**src/rtl/spi_wrapper_pkg.sv**
```systemverilog
// -----------------------------------------------------------------------------
// spi_wrapper_pkg
// Shared definitions for the SPI slave + single-port RAM wrapper:
//   - slave FSM state encoding (IDLE, CHK_CMD, WRITE, READ_ADD, READ_DATA)
//   - frame command codes carried in frame bits [9:8]
// No ports; imported by spi_slave, sp_sync_ram and the bench.
// -----------------------------------------------------------------------------
package spi_wrapper_pkg;

    // Slave FSM states
    localparam logic [2:0] IDLE      = 3'd0;
    localparam logic [2:0] CHK_CMD   = 3'd1;
    localparam logic [2:0] WRITE     = 3'd2;
    localparam logic [2:0] READ_ADD  = 3'd3;
    localparam logic [2:0] READ_DATA = 3'd4;

    // Frame command codes
    localparam logic [1:0] CMD_WR_ADDR = 2'b00;
    localparam logic [1:0] CMD_WR_DATA = 2'b01;
    localparam logic [1:0] CMD_RD_ADDR = 2'b10;
    localparam logic [1:0] CMD_RD_DATA = 2'b11;

endpackage

```
**src/rtl/spi_wrapper_ram.sv**
```systemverilog
// -----------------------------------------------------------------------------
// sp_sync_ram
// Single-port synchronous RAM driven by received SPI frames. Acts only on
// cycles with rx_valid, decoding din[9:8] as write-address, write-data,
// read-address or read-data; read data is returned on dout with tx_valid.
// Ports:
//   clk, rst_n        clock, asynchronous active-low reset (clears all words)
//   SS_n              slave select; high drops tx_valid
//   rx_valid, din     received frame and its strobe
//   dout, tx_valid    read data and its level-valid flag
// -----------------------------------------------------------------------------
module sp_sync_ram
    import spi_wrapper_pkg::*;
#(
    parameter int MEM_DEPTH      = 256,
    parameter int DATA_ADDR_SIZE = 8
) (
    input  logic                      clk,
    input  logic                      rst_n,
    input  logic                      SS_n,
    input  logic                      rx_valid,
    input  logic [DATA_ADDR_SIZE+1:0] din,
    output logic [DATA_ADDR_SIZE-1:0] dout,
    output logic                      tx_valid
);

    logic [DATA_ADDR_SIZE-1:0] mem [MEM_DEPTH];
    logic [DATA_ADDR_SIZE-1:0] wr_addr;
    logic [DATA_ADDR_SIZE-1:0] rd_addr;
    logic [1:0]                cmd;
    logic [DATA_ADDR_SIZE-1:0] payload;

    always_comb begin
        cmd     = din[DATA_ADDR_SIZE+1:DATA_ADDR_SIZE];
        payload = din[DATA_ADDR_SIZE-1:0];
    end

    always_ff @(posedge clk or negedge rst_n) begin
        if (!rst_n) begin
            for (int i = 0; i < MEM_DEPTH; i++)
                mem[i] <= '0;
            wr_addr  <= '0;
            rd_addr  <= '0;
            dout     <= '0;
            tx_valid <= 1'b0;
        end else begin
            if (rx_valid) begin
                case (cmd)
                    CMD_WR_ADDR: begin
                        wr_addr  <= payload;
                        tx_valid <= 1'b0;
                    end
                    CMD_WR_DATA: begin
                        mem[wr_addr] <= payload;
                        tx_valid     <= 1'b0;
                    end
                    CMD_RD_ADDR: begin
                        rd_addr  <= payload;
                        tx_valid <= 1'b0;
                    end
                    CMD_RD_DATA: begin
                        dout     <= mem[rd_addr];
                        tx_valid <= 1'b1;
                    end
                endcase
            end
            // End of transaction always withdraws the read data.
            if (SS_n)
                tx_valid <= 1'b0;
        end
    end

endmodule

```
**src/rtl/spi_wrapper_slave.sv**
```systemverilog
// -----------------------------------------------------------------------------
// spi_slave
// Receives 10-bit frames (cmd[1:0] + payload) MSB first on MOSI while SS_n is
// low, presents each completed frame on rx_data with a one-cycle rx_valid, and
// in READ_DATA serializes the RAM's dout on MISO once tx_valid arrives.
// Ports:
//   clk, rst_n        clock, asynchronous active-low reset
//   SS_n, MOSI        slave select (active-low), serial data in
//   tx_valid, dout    read data handed back by the RAM
//   MISO              serial data out, 0 when idle
//   rx_data, rx_valid received frame and its one-cycle strobe
// -----------------------------------------------------------------------------
module spi_slave
    import spi_wrapper_pkg::*;
#(
    parameter int DATA_ADDR_SIZE = 8
) (
    input  logic                      clk,
    input  logic                      rst_n,
    input  logic                      SS_n,
    input  logic                      MOSI,
    input  logic                      tx_valid,
    input  logic [DATA_ADDR_SIZE-1:0] dout,
    output logic                      MISO,
    output logic [DATA_ADDR_SIZE+1:0] rx_data,
    output logic                      rx_valid
);

    localparam int FRAME_W = DATA_ADDR_SIZE + 2;
    localparam int CNT_W   = $clog2(FRAME_W + 2);
    localparam int IDX_W   = $clog2(DATA_ADDR_SIZE);

    // bit_count == CNT_FULL: last frame bit just sampled.
    // bit_count == CNT_DONE: frame handed off, waiting for SS_n to rise.
    localparam logic [CNT_W-1:0] CNT_FULL  = CNT_W'(FRAME_W);
    localparam logic [CNT_W-1:0] CNT_DONE  = CNT_W'(FRAME_W + 1);
    localparam logic [IDX_W-1:0] IDX_START = IDX_W'(DATA_ADDR_SIZE - 2);

    localparam logic [1:0] TX_WAIT  = 2'd0;
    localparam logic [1:0] TX_SHIFT = 2'd1;
    localparam logic [1:0] TX_END   = 2'd2;

    logic [2:0]                cs;
    logic [2:0]                ns;
    logic [CNT_W-1:0]          bit_count;
    logic [FRAME_W-1:0]        shreg;
    logic [DATA_ADDR_SIZE-1:0] tx_data;
    logic                      rd_addr_Done;
    logic [1:0]                tx_phase;
    logic [IDX_W-1:0]          tx_idx;
    logic                      in_frame;
    logic                      shift_en;

    always_comb begin
        in_frame = (cs == WRITE) || (cs == READ_ADD) || (cs == READ_DATA);
        shift_en = !SS_n && ((cs == CHK_CMD) || (in_frame && (bit_count < CNT_FULL)));
    end

    always_comb begin
        ns = cs;
        if (SS_n) begin
            ns = IDLE;
        end else begin
            case (cs)
                IDLE:                         ns = CHK_CMD;
                // Frame bit 9 picks the branch; a read goes to READ_DATA only
                // once an address frame has been accepted.
                CHK_CMD:                      ns = !MOSI ? WRITE
                                                   : (rd_addr_Done ? READ_DATA : READ_ADD);
                WRITE, READ_ADD, READ_DATA:   ns = cs;
                default:                      ns = IDLE;
            endcase
        end
    end

    // Shift register needs no reset: a frame is only consumed after all of its
    // bits have been shifted in.
    always_ff @(posedge clk) begin
        if (shift_en)
            shreg <= {shreg[FRAME_W-2:0], MOSI};
    end

    always_ff @(posedge clk or negedge rst_n) begin
        if (!rst_n) begin
            cs           <= IDLE;
            bit_count    <= '0;
            rx_data      <= '0;
            rx_valid     <= 1'b0;
            tx_data      <= '0;
            rd_addr_Done <= 1'b0;
            MISO         <= 1'b0;
            tx_phase     <= TX_WAIT;
            tx_idx       <= '0;
        end else begin
            cs       <= ns;
            rx_valid <= 1'b0;
            MISO     <= 1'b0;
            if (SS_n || (cs == IDLE)) begin
                // Abort: counters cleared, rd_addr_Done deliberately untouched.
                bit_count <= '0;
                tx_phase  <= TX_WAIT;
                tx_idx    <= '0;
            end else if (cs == CHK_CMD) begin
                bit_count <= CNT_W'(1);
            end else if (in_frame) begin
                if (bit_count < CNT_FULL) begin
                    bit_count <= bit_count + 1'b1;
                end else if (bit_count == CNT_FULL) begin
                    rx_data   <= shreg;
                    rx_valid  <= 1'b1;
                    bit_count <= CNT_DONE;
                    if (cs == READ_ADD)
                        rd_addr_Done <= 1'b1;
                end else if (cs == READ_DATA) begin
                    case (tx_phase)
                        // MSB goes out on the same edge the byte is captured.
                        TX_WAIT: begin
                            if (tx_valid) begin
                                tx_data  <= dout;
                                MISO     <= dout[DATA_ADDR_SIZE-1];
                                tx_idx   <= IDX_START;
                                tx_phase <= TX_SHIFT;
                            end
                        end
                        TX_SHIFT: begin
                            MISO <= tx_data[tx_idx];
                            if (tx_idx == '0) begin
                                tx_phase     <= TX_END;
                                rd_addr_Done <= 1'b0;
                            end else begin
                                tx_idx <= tx_idx - 1'b1;
                            end
                        end
                        default: tx_phase <= tx_phase;
                    endcase
                end
            end
        end
    end

endmodule

```
**src/rtl/spi_wrapper.sv**
```systemverilog
// -----------------------------------------------------------------------------
// spi_wrapper
// SPI slave front-end (spi_slave) feeding a single-port RAM (sp_sync_ram).
// Ports:
//   clk    single clock, rising edge
//   rst_n  asynchronous active-low reset
//   SS_n   slave select, active-low
//   MOSI   serial data in, MSB first
//   MISO   serial data out, MSB first, 0 when not transmitting
// -----------------------------------------------------------------------------
module spi_wrapper #(
    parameter int MEM_DEPTH      = 256,
    parameter int DATA_ADDR_SIZE = 8
) (
    input  logic clk,
    input  logic rst_n,
    input  logic SS_n,
    input  logic MOSI,
    output logic MISO
);

    logic [DATA_ADDR_SIZE+1:0] rx_data;
    logic                      rx_valid;
    logic [DATA_ADDR_SIZE-1:0] dout;
    logic                      tx_valid;

    spi_slave #(
        .DATA_ADDR_SIZE (DATA_ADDR_SIZE)
    ) spi_slave_inst (
        .clk      (clk),
        .rst_n    (rst_n),
        .SS_n     (SS_n),
        .MOSI     (MOSI),
        .tx_valid (tx_valid),
        .dout     (dout),
        .MISO     (MISO),
        .rx_data  (rx_data),
        .rx_valid (rx_valid)
    );

    sp_sync_ram #(
        .MEM_DEPTH      (MEM_DEPTH),
        .DATA_ADDR_SIZE (DATA_ADDR_SIZE)
    ) ram_inst (
        .clk      (clk),
        .rst_n    (rst_n),
        .SS_n     (SS_n),
        .rx_valid (rx_valid),
        .din      (rx_data),
        .dout     (dout),
        .tx_valid (tx_valid)
    );

endmodule

```
**config.mk**
```make
export PLATFORM = sky130hd
export DESIGN_NAME = spi_wrapper
export DESIGN_NICKNAME = d
export VERILOG_FILES = /design/src/rtl/spi_wrapper_pkg.sv /design/src/rtl/spi_wrapper_ram.sv /design/src/rtl/spi_wrapper_slave.sv /design/src/rtl/spi_wrapper.sv
export SDC_FILE = /design/constraint.sdc
export NUM_CORES = 2
export LEC_CHECK = 0
export CORE_ASPECT_RATIO = 1.25
export CORE_MARGIN = 5
export CORE_UTILIZATION = 50
export CTS_CLUSTER_SIZE = 30
export DETAILED_ROUTE_END_ITERATION = 7
export HOLD_SLACK_MARGIN = 0.05
export PLACE_DENSITY = 0.65
export SLEW_MARGIN = 30
export SYNTH_ARGS = -nofsm -noshare
export SYNTH_HDL_FRONTEND = slang
export SYNTH_SLANG_ARGS = --single-unit
```
**constraint.sdc**
```tcl
create_clock -name clk -period 2.3 [get_ports clk]
set_input_delay 0.345 -clock clk [delete_from_list [all_inputs] [get_ports clk]]
set_output_delay 0.345 -clock clk [all_outputs]
set_load 0.02 [all_outputs]
```
# == Yosys cells after proc, flatten, opt, wreduce, memory -nomap -nowiden ==
# Cells that the tools add are included.
# classes
n_addsub,2
mul,0
n_div,0
order_cmp,5
eq_ne,17
shifts,0
n_mux,56
bitwise,6
reduce_logical,33
# op_table
operator,n
$bwmux W2048,1
$bmux W8 S8,1
$demux W8 S8,1
$mux W3,11
$reduce_and A8 Y1,4
$mux W8,3
$mux W1,20
$mux W4,5
$ge A9 B9 Y1 const B,2
$not A8 Y9,2
$mux W2,8
$reduce_bool A2 Y1,6
$reduce_and A2 Y1,5
$lt A9 B1 Y1 const B,1
$pmux W3 S3,1
$eq A3 B2 Y1 const B,2
$logic_not A3 Y1,2
$ne A2 B1 Y1 const B,3
$ne A3 B1 Y1 const B,2
$pmux W3 S2,1
$reduce_bool A3 Y1,2
$reduce_or A3 Y1,2
$reduce_and A5 Y1,1
$add A4 B1 Y4 const B,1
other kinds (19),32
# word_totals
ff_bits,2116
latchBits,0
mem_bits_rw,0
mem_bits_ro,0
in_bits,4
out_inout_bits,1
wordCells,389
mem_count,0

# == Logic depth before layout (Yosys ltp) ==
# logic_depth
depth_word,9
ltp_mapped,12
depth_no_buf,8

# == Cells and area by module ==
# Synthesis repeated with hierarchy kept, for this count alone.
# unflattened
hier_cells,6469
area_unflattened_um2,96685.2
# by_module_without_submodules
module,instances,cells_each,area_each_um2,seq_area_each_um2
sp_sync_ram,1,6309,94650.8,51874.8
spi_slave,1,160,2034.5,1126.1

# == Worst setup path before layout ==
# No wires, ideal clock.
# synth_path
kind,register -> register
start,reg ram_inst.rd_addr[0]
end,reg ram_inst.dout[5]
setup_ns,0.137
t_arrival_ns,2.166
required_time_ns,2.163
path_slack_ns,-0.003
path_stages_with_launch,9
n_path_buf,3
synth_period_minus_slack_ns,2.303
path_cell_list,dfrtp_1 > buf_6 > buf_12 > buf_8 > mux4_1 > mux4_2 > o21a_1 > o2111ai_1 > o311ai_1
# synth_between
elab_chain_cells,4
# synth_rtl
element,line_no,text
from (decl),spi_wrapper_ram.sv:29,logic [DATA_ADDR_SIZE-1:0] rd_addr;
from (signal assigned),spi_wrapper_ram.sv:58,rd_addr <= payload;
$not A8 Y9 (not written as such),spi_wrapper_ram.sv:62,dout <= mem[rd_addr];
$bmux W8 S8,spi_wrapper_ram.sv:62,
$mux W8 (not written as such) (2 in series),spi_wrapper_ram.sv:62,
to (signal assigned),spi_wrapper_ram.sv:62,
to (decl),spi_wrapper_ram.sv:23,"output logic [DATA_ADDR_SIZE-1:0] dout,"
# Every way passes these cells. The select of a mux whose other input is x is not followed.
# A chain may end at the register's enable or synchronous reset.

# == Final worst setup path ==
# layout_path
start,reg ram_inst.rd_addr[0]
end,reg ram_inst.dout[3]
# Same word-level chain as after synthesis.

==> key figures <==
Routing
  • Drt pass-1 iters: 6
  • Wire length per cell: 30.1 um
  • Residual DRC: 0
  • Wirelength, routed: 299000 um
  • Starting DRT DRC Count: 4598
  • Post-route ant nets: 0
  • Via count: 61300
  • Via-per-instance ratio: 6.17

Timing
  • RSZ-0062 raised after global routing: yes
  • Final Hold Fails: 0
  • Hold slack: 0.165 ns
  • Worst slew pin tran: 0.750 ns
  • Slew HR: 50.0%
  • Worst Skew: 0.0375 ns
  • Period utilisation layout: 125%
  • Setup slack after layout: -0.565 ns
  • F_max: 349 MHz
  • Final Max Slew Viols: 0
  • Minimum clock period: 2.87 ns
  • Final setup fails: 455

Clock network
  • CTS HTree Levels: 4
  • CTS tree: built
  • CTS Buf Count: 207
  • Reg clk slew, reported paths: 0.06 ns
  • Clk_lat worst skew: 0.85 ns
  • Clock Tree Root: clkbuf_16
  • Clock Tree Buf Depth: 3
  • # clock sinks: 2116

Setup path
  • Crit path max fanout: 8
  • R2r startpoint: ram_inst.rd_addr[0]
  • Worst setup EP type: flip-flop
  • Max incr delay on CP: 0.56 ns
  • Setup CP Type: flip-flop to flip-flop
  • CP Launch Type: flip-flop
  • Crit path from: ram_inst.rd_addr[0]
  • Critical path's slowest cell: mux4_1
  • Critical Path AT: 3.58 ns
  • Crit-path cells: buf_8 > buf_12 > buf_16 > mux4_1 > a22o_1 > a2111oi_4 > buf_6 > nor4_2 > nand4_1 > o211ai_1
  • Required @ worst endpoint: 3.02 ns

Synth
  • Post-Synthesis Cells: 6426
  • Seq cells post-synth: 2116
  • Synth Area in XOR/XNOR: 0%
  • Syn Area/Cell: 15.2 um^2
  • Top cell type's share of synthesized area: 54.1%
  • Compound-Gate Fraction of Synth Area: 3.32%
  • Yosys warns: 0
  • Mux share of post-synthesis cell area: 36.6%
  • Synth unique cells: 84
  • Largest family of logic cells by synthesized area: multiplexers
  • Leading area contributor after synthesis: dfrtp_1
  • Synthesized net count: 6434
  • Sequential area share after synthesis: 54.4%
  • Ys flop type: dfrtp_1
  • Mapped cell area: 97500 um^2
  • Number of synthesized flops with an enable pin: 10
  • Post-Synth Simple-Gate Area: 2.69%
  • Ranking of synthesized cells by area: dfrtp_1 (54%), mux2_2 (24%), mux4_2 (6.7%)
  • Post-synth ARST share: 99.5%
  • Synth Area in Adders: 0.0513%

Final layout
  • Syn-to-layout area delta: 25.2%
  • Most frequent cells in the layout: dfrtp_1 (2091), mux2_2 (1470), mux2_4 (647)
  • NumNets Final: 7202
  • Most common cell after layout, fill and taps aside: dfrtp_1
  • Layout cells sized above 1: 56.9%

Status
  • Outcome: complete, but fails checks
  • Failing checks: negative setup slack

Die
  • Row Count: 181
  • Boundary pin count: 5
  • Die Width: 405 um
  • Starting Density: 50.2%
  • Die area: 204000 um^2
  • Core Area: 194000 um^2
  • Die Y: 504 um

GRT
  • First-pass GRT wire length: 445000 um
  • Gr usage total: 29.3%
  • GR Overflow Total: 0
  • Vias in the first global route: 65500
  • Initial antenna violation count: 3
  • Largest net degree at the start of global routing: 116

Power and ir drop
  • Maximum vdd drop: 0.708 mV
  • Pwr Density: 603 nW/um^2
  • Pwr Total: 73500 uW
  • Leak Pwr: 0.0574 uW

Placed design
  • Pre-CTS WS: -1.03 ns
  • PortBufs: 4
  • DP HPWL: 199000 um
  • RD Place Congestion: 0.954

Min path
  • Hold WC Path Type: primary input to asynchronous set/reset pin

Flow run
  • Total of max-cap violations: 0
kinds of logic after synthesis:
family	count (synthesis)
adders and majority gates	4
AOI/OAI and AO/OA	444
buffers and inverters	502
DFF	2116
and+or+nand+nor	547
muxes	2813
what timing repair did:
action | in CTS | in global routing
hold buffers | 1 | 0
setup endpoints to repair | 1676 | 2023
buffers inserted | 52 | 22
resized for setup | 1284 | 244
hold endpoints to repair | 1211 | 0
gates cloned | 14 | 5
pin swaps | 127 | 55
sequential cells by signal, indices dropped and copies added (netlist names), 2 cells and up:
name and flops:
ram_inst.wr_addr 8, spi_slave_inst.cs 3, spi_slave_inst.tx_idx 3, ram_inst.mem 2048, ram_inst.dout 8, spi_slave_inst.tx_data 8, spi_slave_inst.rx_data 10, spi_slave_inst.tx_phase 2
spi_slave_inst.shreg 10, ram_inst.rd_addr 8, spi_slave_inst.bit_count 4
report_power, final:
part / switching (uW) / internal (uW) / total (uW)
sequential: 108 / 37300 / 37400
clock: 14700 / 20200 / 34800
combinational: 948 / 291 / 1240
routing by layer:
layer  up-vias  GRT usage [%]  share of wire [%]
li1      25700              -                  -
met1     33300           38.4                 41
met2      1733           47.5                 48
met3       615           4.78                5.4
met4         0           14.8                6.0
met5         -              0                  0
synth_stat cells, types with 44 or more instances:
master	number
mux4_2	290
o21ai_0	47
dfrtp_1	2106
mux2i_1	329
nor2_2	68
mux2_2	2117
mux4_1	75
clkbuf_1	307
buf_2	56
o221ai_1	54
a21oi_1	44
nor2_1	85
nand2_1	222
o22ai_1	99
worst paths after layout:
check	endpoint	slack, ns	cells after the start
min in group clk	spi_slave_inst.shreg[0]	0.31	1
min reg2reg	spi_slave_inst.shreg[5]	0.46	0
max	ram_inst.dout[3]	-0.57	10
min	ram_inst.mem[473]	0.17	2
max reg2reg	ram_inst.dout[3]	-0.57	10
max in group asynchronous	ram_inst.mem[1069]	1.03	4
worst max-delay path, delay by kind of cell, from the launching register on:
family                 cells  cell delay (ns)
AO/OA/AOI/OAI              3             0.76
buffers and inverters      4             0.70
multiplexers               1             0.56
flip-flops                 1             0.46
AND/OR/NAND/NOR            2             0.24
layout make-up:
type / instances / area (um^2)
fillers: 14100 / 72300
flip-flops and latches: 2116 / 53000
multi-input cells: 3808 / 46400
repair buffers: 1052 / 12400
clock buffers: 311 / 6230
well taps: 2562 / 3210
clock inverters: 65 / 709
inverters: 9 / 38.8
diodes: 5 / 12.5
stage by stage:
stage	util, %	setup TNS (ns)	cell area, um^2	cells
2_1_floorplan	-	0	97500	6426
3_3_place_gp	55.8	-72.67	108000	9485
3_5_place_dp	55.8	-84.70	108000	9485
4_1_cts	62.3	-99.54	121000	9916
5_1_grt	62.8	-24.57	122000	9924
6_report	62.8	-14.63	122000	9928
Power figures use the tool's default switching activity.
